`src/rtl/line_sum_generator_if.sv`:
```
// ============================================================================
// Module      : line_sum_generator_if
// Description : Pixel-in / line-sum-out bundle for line_sum_generator.
//               Parameter names follow the project Parameters.svh set
//               (PIXEL_SIZE, LINE_SIZE, NUM_TEMPLATES, NUM_OF_LINES).
// Signals     : pix_valid, pix_in, tmpl_pix              (master -> slave)
//               I_square_out_line_sum, I_out_line_sum,
//               T_x_I_out_lines_sum, line_valid,
//               line_idx, frame_done                      (slave -> master)
// Modports    : master (pixel source / sum sink), slave (the generator)
// Revision    : 1.0 - initial release
// ============================================================================
`default_nettype none

interface line_sum_generator_if #(
    parameter int PIXEL_SIZE    = 8,
    parameter int LINE_SIZE     = 4,
    parameter int NUM_TEMPLATES = 2,
    parameter int NUM_OF_LINES  = 3
);
    localparam int SW = $clog2(LINE_SIZE) + 2 * PIXEL_SIZE;
    localparam int LW = (NUM_OF_LINES > 1) ? $clog2(NUM_OF_LINES) : 1;

    logic                                     pix_valid;
    logic [PIXEL_SIZE-1:0]                    pix_in;
    logic [NUM_TEMPLATES-1:0][PIXEL_SIZE-1:0] tmpl_pix;

    logic [SW-1:0]                            I_square_out_line_sum;
    logic [SW-1:0]                            I_out_line_sum;
    logic [NUM_TEMPLATES-1:0][SW-1:0]         T_x_I_out_lines_sum;
    logic                                     line_valid;
    logic [LW-1:0]                            line_idx;
    logic                                     frame_done;

    modport master (
        output pix_valid, pix_in, tmpl_pix,
        input  I_square_out_line_sum, I_out_line_sum, T_x_I_out_lines_sum,
               line_valid, line_idx, frame_done
    );

    modport slave (
        input  pix_valid, pix_in, tmpl_pix,
        output I_square_out_line_sum, I_out_line_sum, T_x_I_out_lines_sum,
               line_valid, line_idx, frame_done
    );
endinterface

`default_nettype wire

```
`src/rtl/line_sum_generator.sv`:
```
// ============================================================================
// Module      : line_sum_generator
// Description : Two-stage pipeline producing per-line sums of I, I*I and
//               T*I (one per template).  Stage 1 registers the products of
//               each valid pixel; stage 2 accumulates them and publishes a
//               complete line with a one-cycle line_valid pulse.
//               Optional macro LSG_FRAME_CNT_EN enables the line counter
//               (line_idx, frame_done); without it both are tied to 0.
// Ports       : CLK   - clock, rising edge
//               reset - synchronous, active-low
//               bus   - line_sum_generator_if.slave (pixels in, sums out)
// Revision    : 1.0 - initial release
// ============================================================================
`default_nettype none

module line_sum_generator #(
    parameter int PIXEL_SIZE    = 8,
    parameter int LINE_SIZE     = 4,
    parameter int NUM_TEMPLATES = 2,
    parameter int NUM_OF_LINES  = 3
) (
    input  wire logic            CLK,
    input  wire logic            reset,
    line_sum_generator_if.slave  bus
);
    localparam int SW = $clog2(LINE_SIZE) + 2 * PIXEL_SIZE;
    localparam int P2 = 2 * PIXEL_SIZE;
    localparam int CW = (LINE_SIZE > 1) ? $clog2(LINE_SIZE) : 1;
    localparam int LW = (NUM_OF_LINES > 1) ? $clog2(NUM_OF_LINES) : 1;
    localparam logic [CW-1:0] C_LAST_COL  = CW'(LINE_SIZE - 1);
    localparam logic [LW-1:0] C_LAST_LINE = LW'(NUM_OF_LINES - 1);

    typedef enum logic [1:0] {
        S_IDLE  = 2'd0,
        S_ACCUM = 2'd1,
        S_EMIT  = 2'd2
    } state_t;

    state_t state_q, state_d;

    // Stage 1: registered pixel and products
    logic                            s1_valid_q;
    logic [PIXEL_SIZE-1:0]           s1_i_q;
    logic [P2-1:0]                   s1_isq_q;
    logic [NUM_TEMPLATES-1:0][P2-1:0] s1_txi_q;

    // Stage 2: running accumulators and published line sums
    logic [CW-1:0]                   col_q;
    logic [SW-1:0]                   acc_i_q, acc_isq_q;
    logic [NUM_TEMPLATES-1:0][SW-1:0] acc_txi_q;
    logic [SW-1:0]                   out_i_q, out_isq_q;
    logic [NUM_TEMPLATES-1:0][SW-1:0] out_txi_q;

    logic                            w_last;
    logic                            w_fresh;
    logic [SW-1:0]                   w_sum_i, w_sum_isq;
    logic [NUM_TEMPLATES-1:0][SW-1:0] w_sum_txi;
    logic [P2-1:0]                   w_pix_ext;
    logic [NUM_TEMPLATES-1:0][P2-1:0] w_txi;

    // Stage-1 products, computed at full 2*PIXEL_SIZE width (unsigned)
    always_comb begin
        w_pix_ext = P2'(bus.pix_in);
        w_txi     = '0;
        for (int t = 0; t < NUM_TEMPLATES; t++) begin
            w_txi[t] = P2'(bus.tmpl_pix[t]) * w_pix_ext;
        end
    end

    // FSM next state and the stage-2 adder.  Outside ACCUM the accumulator
    // is loaded rather than added, so a pixel arriving in the EMIT cycle
    // begins the next line cleanly.
    always_comb begin
        state_d   = state_q;
        w_last    = s1_valid_q && (col_q == C_LAST_COL);
        w_fresh   = (state_q != S_ACCUM);
        w_sum_i   = w_fresh ? SW'(s1_i_q)   : acc_i_q   + SW'(s1_i_q);
        w_sum_isq = w_fresh ? SW'(s1_isq_q) : acc_isq_q + SW'(s1_isq_q);
        w_sum_txi = '0;
        for (int t = 0; t < NUM_TEMPLATES; t++) begin
            w_sum_txi[t] = w_fresh ? SW'(s1_txi_q[t])
                                   : acc_txi_q[t] + SW'(s1_txi_q[t]);
        end

        case (state_q)
            S_IDLE: begin
                if (s1_valid_q) state_d = w_last ? S_EMIT : S_ACCUM;
            end
            S_ACCUM: begin
                if (w_last) state_d = S_EMIT;
            end
            S_EMIT: begin
                if (s1_valid_q) state_d = w_last ? S_EMIT : S_ACCUM;
                else            state_d = S_IDLE;
            end
            default: state_d = S_IDLE;
        endcase
    end

    always_ff @(posedge CLK) begin
        if (!reset) state_q <= S_IDLE;
        else        state_q <= state_d;
    end

    always_ff @(posedge CLK) begin
        if (!reset) begin
            s1_valid_q <= 1'b0;
            s1_i_q     <= '0;
            s1_isq_q   <= '0;
            s1_txi_q   <= '0;
            col_q      <= '0;
            acc_i_q    <= '0;
            acc_isq_q  <= '0;
            acc_txi_q  <= '0;
            out_i_q    <= '0;
            out_isq_q  <= '0;
            out_txi_q  <= '0;
        end else begin
            s1_valid_q <= bus.pix_valid;
            if (bus.pix_valid) begin
                s1_i_q   <= bus.pix_in;
                s1_isq_q <= w_pix_ext * w_pix_ext;
                s1_txi_q <= w_txi;
            end

            if (s1_valid_q) begin
                col_q <= w_last ? '0 : col_q + 1'b1;
                if (w_last) begin
                    // Final sum goes straight to the outputs; the
                    // accumulator is reloaded by the next line's first pixel.
                    out_i_q   <= w_sum_i;
                    out_isq_q <= w_sum_isq;
                    out_txi_q <= w_sum_txi;
                end else begin
                    acc_i_q   <= w_sum_i;
                    acc_isq_q <= w_sum_isq;
                    acc_txi_q <= w_sum_txi;
                end
            end
        end
    end

    assign bus.I_out_line_sum        = out_i_q;
    assign bus.I_square_out_line_sum = out_isq_q;
    assign bus.T_x_I_out_lines_sum   = out_txi_q;
    assign bus.line_valid            = (state_q == S_EMIT);

`ifdef LSG_FRAME_CNT_EN
    logic [LW-1:0] line_cnt_q;

    // Advances at the end of each EMIT cycle, so line_idx names the line
    // currently being presented.
    always_ff @(posedge CLK) begin
        if (!reset) begin
            line_cnt_q <= '0;
        end else if (state_q == S_EMIT) begin
            line_cnt_q <= (line_cnt_q == C_LAST_LINE) ? '0 : line_cnt_q + 1'b1;
        end
    end

    assign bus.line_idx   = line_cnt_q;
    assign bus.frame_done = (state_q == S_EMIT) && (line_cnt_q == C_LAST_LINE);
`else
    assign bus.line_idx   = '0;
    assign bus.frame_done = 1'b0;
`endif

endmodule

`default_nettype wire

```
`src/flat_wrapper.sv`:
```
// flat-port wrapper written by rule: the top's interface ports become plain ports
module line_sum_generator_flat 
#(
    parameter int PIXEL_SIZE    = 8,
    parameter int LINE_SIZE     = 4,
    parameter int NUM_TEMPLATES = 2,
    parameter int NUM_OF_LINES  = 3
)
  (CLK, reset, bus_pix_valid, bus_pix_in, bus_tmpl_pix, bus_I_square_out_line_sum, bus_I_out_line_sum, bus_T_x_I_out_lines_sum, bus_line_valid, bus_line_idx, bus_frame_done);
  line_sum_generator_if #(.PIXEL_SIZE(PIXEL_SIZE), .LINE_SIZE(LINE_SIZE), .NUM_TEMPLATES(NUM_TEMPLATES), .NUM_OF_LINES(NUM_OF_LINES)) bus_i ();
  input  wire logic CLK;
  input  wire logic reset;
  input wire logic [$bits(bus_i.pix_valid)-1:0] bus_pix_valid;
  input wire logic [$bits(bus_i.pix_in)-1:0] bus_pix_in;
  input wire logic [$bits(bus_i.tmpl_pix)-1:0] bus_tmpl_pix;
  output wire logic [$bits(bus_i.I_square_out_line_sum)-1:0] bus_I_square_out_line_sum;
  output wire logic [$bits(bus_i.I_out_line_sum)-1:0] bus_I_out_line_sum;
  output wire logic [$bits(bus_i.T_x_I_out_lines_sum)-1:0] bus_T_x_I_out_lines_sum;
  output wire logic [$bits(bus_i.line_valid)-1:0] bus_line_valid;
  output wire logic [$bits(bus_i.line_idx)-1:0] bus_line_idx;
  output wire logic [$bits(bus_i.frame_done)-1:0] bus_frame_done;
  assign bus_i.pix_valid = bus_pix_valid;
  assign bus_i.pix_in = bus_pix_in;
  assign bus_i.tmpl_pix = bus_tmpl_pix;
  assign bus_I_square_out_line_sum = bus_i.I_square_out_line_sum;
  assign bus_I_out_line_sum = bus_i.I_out_line_sum;
  assign bus_T_x_I_out_lines_sum = bus_i.T_x_I_out_lines_sum;
  assign bus_line_valid = bus_i.line_valid;
  assign bus_line_idx = bus_i.line_idx;
  assign bus_frame_done = bus_i.frame_done;
  line_sum_generator #(.PIXEL_SIZE(PIXEL_SIZE), .LINE_SIZE(LINE_SIZE), .NUM_TEMPLATES(NUM_TEMPLATES), .NUM_OF_LINES(NUM_OF_LINES)) u_core (.CLK(CLK), .reset(reset), .bus(bus_i));
endmodule
```
`config.mk`:
```
export PLATFORM = sky130hd
export DESIGN_NAME = line_sum_generator_flat
export DESIGN_NICKNAME = d
export VERILOG_FILES = /design/src/rtl/line_sum_generator_if.sv /design/src/rtl/line_sum_generator.sv /design/src/flat_wrapper.sv
export SDC_FILE = /design/constraint.sdc
export NUM_CORES = 1
export LEC_CHECK = 0
export CAP_MARGIN = 10
export CORE_ASPECT_RATIO = 0.6
export CORE_MARGIN = 4
export CORE_UTILIZATION = 40
export CTS_CLUSTER_SIZE = 20
export DETAILED_ROUTE_END_ITERATION = 16
export GPL_TIMING_DRIVEN = 0
export SLEW_MARGIN = 20
export SYNTH_ARGS = -nofsm -noshare
export SYNTH_HDL_FRONTEND = slang
export SYNTH_SLANG_ARGS = --single-unit
```
`constraint.sdc`:
```
create_clock -name CLK -period 7 [get_ports CLK]
set_input_delay 1.05 -clock CLK [delete_from_list [all_inputs] [get_ports CLK]]
set_output_delay 1.05 -clock CLK [all_outputs]
set_load 0.02 [all_outputs]
```
==> results.toml, run 1 <==
[sta]
fin_tns_setup_ns = 0
hold_violations = 0
period_needed_ns = 6.128
holdWs_ns = 0.4561
worst_pin_slew_ns = 1.109
rsz0062_at_grt = "no"
slew_violations = 0
slew_headroom_pct = 26.08
max_freq_mhz = 163.2
skew_ns = 0.02030
finalSetupViolCount = 0
period_share_pct = 87.54

[synth]
synthArstFlopShare_pct = 0
synthCells = 1968
synth.distinct_cells = 74
synth.area.top_cells = "dfxtp_1, fa_1, ha_1, and2_1, o21ai_0"
yosysTopAreaCell = "dfxtp_1"
synth_area_per_cell_um2 = 8.337
synth-edff-count = 0
ys.flop_type = "dfxtp_1"
synth_area_um2 = 16410
ys_warn_count = 0
seq_area_frac_synth_pct = 24.77
synth_top_area_share_pct = 24.77
ys_ff_latch = 203

[run]
cap_violations = 0

[clock_network]
cts_resized = 0
cts_made_buffers = 20
path_clk_slew_ns = 0.07
clock_sinks = 203
post_cts_buffers = 0
cts_root_buf = "clkbuf_16"
clock_path_buffers = 3
h-tree-depth = 1
clk_latency_ns = 0.53
hold_buffers = 0
cts_tree = "built"

[floorplan]
dieArea_um2 = 44430
ioPinCount = 103
die_y_um = 164.9
die_x_um = 269.5
core_area_um2 = 40510
fp-row-count = 57
initial_core_util_pct = 40.50

[detailed_routing]
drc = 0
first_pass_iters = 5
avgViaCountPerCell = 5.765
routed_wl_mm = 58.28
ant_nets = 0
detail_route.wl_per_cell_um = 22.08
vias = 15213
drt_iter0_markers = 1443

[grt]
antenna_found_initial = 2
grt_util_met3_pct = 4.153
grt_pass1_vias = 14523
track_usage_pct = 25.68
grt_max_degree = 17
grt_pass1_wl_mm = 88.40
use_met2_pct = 38.61
grt_use_met1_pct = 39.09
grt-busiest-layer = "met1"
overflow = 0

[cells_and_area]
fin_util_pct = 46.52
nNetsFinal = 2377
drive_gt1_share_pct = 2.707
stdcell_count = 2639
area_growth_syn_to_layout_pct = 14.85

[critical_path]
worstPathRequired_ns = 7.40
worst-setup-path-type = "input port to flip-flop"
critPathArrivalTime_ns = 6.53
crit_chain = "clkdlybuf4s50_1 > clkbuf_1 > nand2_1 > fa_1 > inv_1 > fa_1 > ha_1 > inv_1 > fa_1 > inv_1 > ha_1 > a211oi_1 > o21ai_0 > a221oi_1 > o21ai_0 > nand2_1 > o211ai_1"
worst_path_dominant_cell_family = "adder cells"
worstPathMaxFanout = 10
endpoint_kind = "flip-flop"
path_buf_inv = 5
slowest_delay_ns = 0.78
slowest_stage = "clkdlybuf4s50_1"
start_kind = "input port"

[placement]
routabilityCongestion = 0.9503
io_buffers = 98
place_inst = 2601
hpwl_mm = 45.52

[power_and_ir_drop]
power_density_nw_per_um2 = 246.9
irDropWorstVdd_v = 0.0001473
power.leakage_nw = 7.978
p_total_w = 0.004652

[outcome]
status = "finished, final reports clean"

[hold_path]
hold_class = "flip-flop to flip-flop"
==> final timing paths <==
check / cells after the start / slack, ns / start / end
setup / recovery: 17 / 0.87 / bus_pix_in[3] / u_core.s1_isq_q[15]$_SDFFE_PN0P_
hold / removal: 2 / 0.46 / u_core.bus.T_x_I_out_lines_sum[34]$_SDFFE_PN0P_ / u_core.bus.T_x_I_out_lines_sum[34]$_SDFFE_PN0P_
setup reg to reg: 6 / 3.58 / u_core.state_q[1]$_SDFFE_PN0P_ / u_core.bus.T_x_I_out_lines_sum[35]$_SDFFE_PN0P_
hold reg to reg: 2 / 0.46 / u_core.bus.T_x_I_out_lines_sum[34]$_SDFFE_PN0P_ / u_core.bus.T_x_I_out_lines_sum[34]$_SDFFE_PN0P_
==> cells in the final DEF, fill, tap and decap left out, types with 6 or more instances in the layout <==
master	count
dfxtp_1	203
nand2_1	170
o21ai_0	160
ha_1	158
inv_1	156
and2_1	134
a21oi_1	134
nor2_1	125
fa_1	100
clkdlybuf4s50_1	98
clkbuf_1	85
a211oi_1	53
mux2i_1	47
nand3_1	43
xnor2_1	42
nor3_1	32
o21a_1	27
a31oi_1	26
o211ai_1	25
a21o_1	23
or3_1	21
clkbuf_16	21
nor2b_1	19
nand4_1	17
xor2_1	15
o21bai_1	13
buf_1	10
and3_1	10
nand2b_1	8
buf_2	6
o31a_1	6
nand3b_1	6
a22o_1	6
==> flip-flops by register name, indices dropped and copies added, names as in the netlist <==
signal and flops:
u_core.s1_i_q 7, u_core.bus.T_x_I_out_lines_sum 36, u_core.acc_isq_q 18, u_core.col_q 2, u_core.s1_valid_q 1, u_core.acc_i_q 18, u_core.s1_txi_q 32, u_core.acc_txi_q 36
u_core.s1_isq_q 15, u_core.bus.I_square_out_line_sum 18, u_core.bus.I_out_line_sum 18, u_core.state_q 2
==> layout make-up <==
cell class / count / area (µm²)
fillers: 3945 / 21670
plain buffers: 102 / 401.6
well taps: 531 / 664.4
clock inverters: 10 / 193.9
multi-input cells: 1511 / 11370
inverters: 156 / 585.6
clock buffers: 26 / 574.3
repair buffers: 98 / 980.9
flip-flops and latches: 203 / 4064
diodes: 2 / 5.005
==> metrics by stage <==
step	setup slack, ns	cell area [µm²]
floorplan	1.778	16420
global placement	0.4967	18070
detailed placement	0.3858	18070
CTS	0.8877	18840
global route	0.5914	18840
finish	0.8724	18840
==> worst reg2reg max path, stage by stage, from the launching register on <==
cell      delay [ns]
dfxtp_1         0.36
nand2b_1        0.11
clkbuf_1        0.58
clkbuf_1        0.72
clkbuf_1        0.85
nor2_1          0.36
a32o_1          0.32
==> report_power, final <==
| group | internal [W] | leakage, nW | switching [W] |
|---|---|---|---|
| registers | 0.00125 | 1.65 | 0.000100 |
| clock network | 0.000771 | 0.368 | 0.000524 |
| logic | 0.000817 | 5.96 | 0.00119 |
==> cell usage after synthesis, types with 4 or more instances <==
master / number
a2111oi_0: 4
nand3b_1: 6
xnor2_1: 42
a2bb2oi_1: 4
nor2_1: 126
a211oi_1: 53
and3_1: 10
a22o_1: 6
buf_2: 6
o21ai_0: 160
and4_1: 4
nand4b_1: 4
o221ai_1: 4
o21a_1: 27
mux2i_1: 47
buf_1: 10
dfxtp_1: 203
or4_1: 5
o211ai_1: 25
clkbuf_1: 83
or3_1: 21
nand3_1: 43
and2_1: 134
fa_1: 100
ha_1: 158
nor3_1: 32
o21bai_1: 13
nor2b_1: 19
nand2b_1: 8
xor2_1: 15
a21o_1: 23
inv_1: 156
nand2_1: 170
a31oi_1: 26
o31ai_1: 5
nand4_1: 17
a21oi_1: 134
o31a_1: 6
==> cells by family (layout without fill, tap and decap cells) <==
| group | count (synthesis) | count (layout) | synth area share [%] |
|---|---|---|---|
| and+or+nand+nor | 610 | 610 | 18.52 |
| AOI/OAI and AO/OA | 534 | 534 | 20.51 |
| adders and majority gates | 258 | 258 | 24.25 |
| buffers and inverters | 258 | 392 | 6.017 |
| DFF | 203 | 203 | 24.77 |
| xor gates and xnor gates | 57 | 57 | 3.043 |
| muxes | 47 | 47 | 2.867 |
| other | 1 | 7 | 0.02286 |
==> metal layers <==
metal	up-vias	routed length, µm	part of all wire (%)
met5	-	0	0
met4	0	1016	1.7
met3	61	4646	8.0
met2	542	23820	41
met1	7500	28800	49
li1	7110	-	-
Power figures use the tool's default switching activity.
==> inputs of run 2 (changes only) <==
--- a/config.mk
+++ b/config.mk
@@ -11,6 +11,7 @@
 export CORE_UTILIZATION = 40
 export CTS_CLUSTER_SIZE = 20
 export DETAILED_ROUTE_END_ITERATION = 16
+export DONT_BUFFER_PORTS = 1
 export GPL_TIMING_DRIVEN = 0
 export SLEW_MARGIN = 20
 export SYNTH_ARGS = -nofsm -noshare
==> results.toml, run 2 (synthesized netlist as in run 1, its figures left out) <==
[outcome]
status = "finished, final reports clean"

[grt]
grt_max_degree = 15
grt_pass1_vias = 13966
antenna_found_initial = 3
track_usage_pct = 25.34
grt_pass1_wl_mm = 86.53
overflow = 0

[detailed_routing]
vias = 14967
ant_nets = 0
drt_iter0_markers = 1612
routed_wl_mm = 58.02
detail_route.wl_per_cell_um = 22.84
drc = 0
avgViaCountPerCell = 5.893
first_pass_iters = 6

[critical_path]
start_kind = "input port"
crit_top_cell = "fa_1"
crit_chain = "clkbuf_1 > clkbuf_1 > nand2_1 > fa_1 > fa_1 > inv_1 > fa_1 > inv_1 > fa_1 > inv_1 > ha_1 > o21a_1 > o21a_1 > o22a_1 > a31oi_1 > mux2i_1 > a311o_1"
worst-setup-path-type = "input port to flip-flop"
critPathArrivalTime_ns = 6.03
endpoint_kind = "flip-flop"
worst_path_dominant_cell_family = "adder cells"
worstPathRequired_ns = 7.41
slowest_delay_ns = 0.56
slowest_stage = "clkbuf_1"
crit_start = "bus_pix_in[6]"
r2r_start = "u_core.state_q[1]$_SDFFE_PN0P_"
path_buf_inv = 5
worstPathMaxFanout = 10

[cells_and_area]
mostFrequentLayoutCells = "dfxtp_1, nand2_1, o21ai_0, ha_1, inv_1"
drive_gt1_share_pct = 2.738
stdcell_count = 2540
area_growth_syn_to_layout_pct = 8.571
diodes = 0
layout.cells.most_common = "dfxtp_1"
nNetsFinal = 2280

[sta]
worst_pin_slew_ns = 1.188
rsz0062_at_grt = "no"
fin_tns_setup_ns = 0
slew_headroom_pct = 20.77
period_share_pct = 80.39
max_freq_mhz = 177.7
slew_violations = 0
skew_ns = 0.01824
finalSetupViolCount = 0
hold_violations = 0
worst_slack_ns = 1.373
period_needed_ns = 5.627

[clock_network]
cts_made_buffers = 21
post_cts_buffers = 0
clock_path_buffers = 3
cts_root_buf = "clkbuf_16"
clock_sinks = 203
cts_resized = 0
cts_tree = "built"
h-tree-depth = 1
clk_latency_ns = 0.53
hold_buffers = 0
path_clk_slew_ns = 0.07

[placement]
hpwl_mm = 45.17
io_buffers = 0
routabilityCongestion = 0.9572
place_inst = 2503
post-place-ws_ns = 0.9070

[hold_path]
hold_class = "flip-flop to flip-flop"
hold_start = "u_core.acc_isq_q[2]$_SDFFE_PN0P_"

[power_and_ir_drop]
power_density_nw_per_um2 = 255.4
irDropWorstVdd_v = 0.0001213
power.leakage_nw = 7.615

[floorplan]
initial_core_util_pct = 40.50
core_area_um2 = 40510
die_y_um = 164.9
die_x_um = 269.5
ioPinCount = 103
fp-row-count = 57
dieArea_um2 = 44430

[run]
cap_violations = 0
[run 2: cell count changes in the layout (fill, tap and decap cells not counted)]
cell	previous run	this run
clkdlybuf4s50_1	98	0
clkbuf_1	85	87
clkinv_2	0	3
diode_2	2	0
nor2_2	2	1
bufinv_16	5	4
nor2_1	125	126
clkinv_4	2	1
clkbuf_8	3	2
inv_8	1	0
[run 2: metrics by stage]
stage | area (µm²) | total power, W | utilization, % | hold WS (ns)
6_report | 17810 | 0.004550 | 43.97 | 0.4667
5_1_grt | 17810 | 0.004872 | 43.97 | 0.5057
4_1_cts | 17810 | 0.004547 | 43.97 | 0.4670
3_5_place_dp | 17090 | 0.003305 | 42.18 | 0.4561
3_3_place_gp | 17090 | 0.003286 | 42.18 | 0.4544
2_1_floorplan | 16420 | 0.002814 | - | 0.4406
[run 2: worst reg2reg max path: cells and delay by family, from the launching register on]
family	cells	cell delay (ns)
buf+inv	3	2.13
flops	1	0.38
compound gates	1	0.32
simple gates	2	0.50
[run 2: path summary, 6_finish.rpt]
kind | endpoint | slack (ns) | cells after the start
max | u_core.s1_txi_q[28]$_SDFFE_PN0P_ | 1.37 | 17
min | u_core.acc_isq_q[2]$_SDFFE_PN0P_ | 0.47 | 2
max reg2reg | u_core.bus.T_x_I_out_lines_sum[35]$_SDFFE_PN0P_ | 3.57 | 6
min reg2reg | u_core.acc_isq_q[2]$_SDFFE_PN0P_ | 0.47 | 2
[run 2: power by group]
part / total (W) / internal, W / switching [W]
Clock: 0.00124 / 0.000724 / 0.000521
Sequential: 0.00135 / 0.00125 / 0.000101
Combinational: 0.00195 / 0.000802 / 0.00115
Total: 0.00455 / 0.00278 / 0.00177
[run 2: layout make-up]
class / count / area, µm²
plain buffers: 102 / 401.6
fillers: 4060 / 22700
multi-input cells: 1511 / 11370
flip-flops and latches: 203 / 4064
clock buffers: 27 / 568.0
clock inverters: 10 / 158.9
inverters: 156 / 585.6
well taps: 531 / 664.4
[run 2: per-layer routing]
layer  global-route usage, %  routed length, µm  share of wire (%)  vias to the layer above
met5                       0                  0                  0                        -
met4                   4.987               1367                2.4                        0
met3                   6.665               5931                 10                       94
met2                   36.70              23260                 40                      638
met1                   37.82              27470                 47                     7333
li1                        -                  -                  -                     6902
==> inputs of run 3 (changes only) <==
==> constraint.sdc (replaced) <==
create_clock -name CLK -period 4.8 [get_ports CLK]
set_input_delay 0.72 -clock CLK [delete_from_list [all_inputs] [get_ports CLK]]
set_output_delay 0.72 -clock CLK [all_outputs]
set_load 0.02 [all_outputs]
==> results.toml, run 3 (synthesized netlist as in run 1, its figures left out) <==
[outcome]
status = "finished, final reports clean"

[detailed_routing]
drt_iter0_markers = 1620
vias = 15034
first_pass_iters = 5
routed_wl_mm = 58.37
avgViaCountPerCell = 5.924
detail_route.wl_per_cell_um = 23.00
drc = 0
ant_nets = 0

[sta]
skew_ns = 0.04143
period_share_pct = 95.90
finalSetupViolCount = 0
period_needed_ns = 4.603
holdWs_ns = 0.3397
worst_pin_slew_ns = 1.173
hold_violations = 0
max_freq_mhz = 217.2
slew_headroom_pct = 21.78
rsz0062_at_grt = "yes"
fin_tns_setup_ns = 0
slew_violations = 0

[floorplan]
die_y_um = 164.9
initial_core_util_pct = 40.50
fp-row-count = 57
ioPinCount = 103
core_area_um2 = 40510
die_x_um = 269.5
dieArea_um2 = 44430

[clock_network]
cts_root_buf = "clkbuf_16"
cts_tree = "built"
clock_sinks = 203
hold_buffers = 0
clk_latency_ns = 0.55
cts_made_buffers = 20
path_clk_slew_ns = 0.07
post_cts_buffers = 0
h-tree-depth = 1
clock_path_buffers = 3

[critical_path]
start_kind = "input port"
crit_top_cell = "fa_1"
critPathArrivalTime_ns = 5.01
slowest_delay_ns = 0.51
endpoint_kind = "flip-flop"
worstPathMaxFanout = 10
crit_chain = "clkbuf_2 > clkbuf_4 > nand2_1 > fa_1 > fa_1 > inv_1 > fa_1 > inv_1 > fa_1 > inv_1 > ha_1 > o21a_1 > o21a_1 > o22a_1 > a31oi_1 > mux2i_1 > a311o_1"
path_buf_inv = 5
worst_path_dominant_cell_family = "adder cells"
slowest_stage = "fa_1"
worstPathRequired_ns = 5.20
worst-setup-path-type = "input port to flip-flop"

[grt]
antenna_found_initial = 2
track_usage_pct = 25.75
grt_max_degree = 17
grt_pass1_wl_mm = 88.33
use_met2_pct = 38.08
overflow = 0
grt-busiest-layer = "met1"
grt_util_met3_pct = 4.835
grt_use_met1_pct = 38.78
grt_pass1_vias = 14374

[cells_and_area]
mostFrequentLayoutCells = "dfxtp_1, nand2_1, o21ai_0, ha_1, inv_1"
area_growth_syn_to_layout_pct = 8.648
multi_input_area_um2 = 11380
drive_gt1_share_pct = 3.438
final-seq-area_um2 = 4064
layout.cells.most_common = "dfxtp_1"
diodes = 0
nNetsFinal = 2279
fin_util_pct = 44.00
fillCellCount = 4023

[power_and_ir_drop]
p_sw_share_pct = 39.60
seqPwrFrac_pct = 29.8
p_total_w = 0.006631
pwr-share-comb_pct = 43.6
power.leakage_nw = 7.649
power_density_nw_per_um2 = 372.0
internal-power_w = 0.004005
clkPwrFrac_pct = 26.6
power_switching_w = 0.002626
irDropWorstVdd_v = 0.0001603

[placement]
routabilityCongestion = 0.9847
io_buffers = 0
hpwl_mm = 45.45

[run]
cap_violations = 0

[hold_path]
hold_class = "input port to flip-flop"
[run 3: changes by cell type in the layout (fill, tap and decap cells not counted), sizes merged]
cell | previous run | this run
clkbuf | 110 | 107
buf | 19 | 21
inv | 156 | 158
bufinv | 4 | 3
clkinv | 4 | 3
clkinvlp | 2 | 1
[run 3: path summary, 6_finish.rpt]
check	start	to	slack, ns	cells past startpoint
hold / removal	bus_pix_in[2]	u_core.s1_i_q[2]$_SDFFE_PN0P_	0.34	2
setup reg to reg	u_core.state_q[1]$_SDFFE_PN0P_	u_core.acc_isq_q[13]$_SDFFE_PN0P_	1.48	7
setup / recovery	bus_pix_in[5]	u_core.s1_txi_q[12]$_SDFFE_PN0P_	0.20	17
hold reg to reg	u_core.acc_isq_q[2]$_SDFFE_PN0P_	u_core.acc_isq_q[2]$_SDFFE_PN0P_	0.47	2
[run 3: area by class of cell]
type | instances | area share (%)
Tap cell | 531 | 3.727
Sequential cell | 203 | 22.80
Clock inverter | 9 | 0.8072
Buffer | 102 | 2.365
Multi-Input combinational cell | 1511 | 63.86
Clock buffer | 26 | 3.159
Inverter | 156 | 3.285
[run 3: per-layer routing]
layer	wire [µm]	up-vias
li1	-	6905
met1	28160	7418
met2	23690	618
met3	5063	89
met4	1419	4
met5	39	-
[run 3: worst register-to-register path, delay by kind of cell (launching register included)]
family,cells,cell delay (ns)
AO/OA/AOI/OAI,2,0.40
AND/OR/NAND/NOR,2,0.49
buffers and inverters,3,1.94
flip-flops,1,0.38
[run 3: power groups by stage]
stage               logic [W]  clock network (W)  registers (W)
finish                0.00289            0.00177        0.00198
global route          0.00326            0.00185        0.00199
CTS                   0.00287            0.00178        0.00197
detailed placement    0.00284                  0        0.00201
global placement      0.00280                  0        0.00201
floorplan             0.00217                  0        0.00194
[run 3: through the flow]
| stage | worst slack [ns] | cells | instance area, µm² |
|---|---|---|---|
| floorplan | 0.03415 | 1972 | 16430 |
| global placement | -0.8100 | 2503 | 17090 |
| detailed placement | -0.8951 | 2503 | 17090 |
| CTS | 0.07110 | 2538 | 17810 |
| global route | -0.001533 | 2538 | 17830 |
| finish | 0.1966 | 2538 | 17830 |
[run 3: what timing repair did]
| item | in CTS | in global routing |
|---|---|---|
| gates cloned | 0 | 0 |
| gates resized for setup | 5 | 15 |
| endpoints found under the setup margin | 15 | 10 |
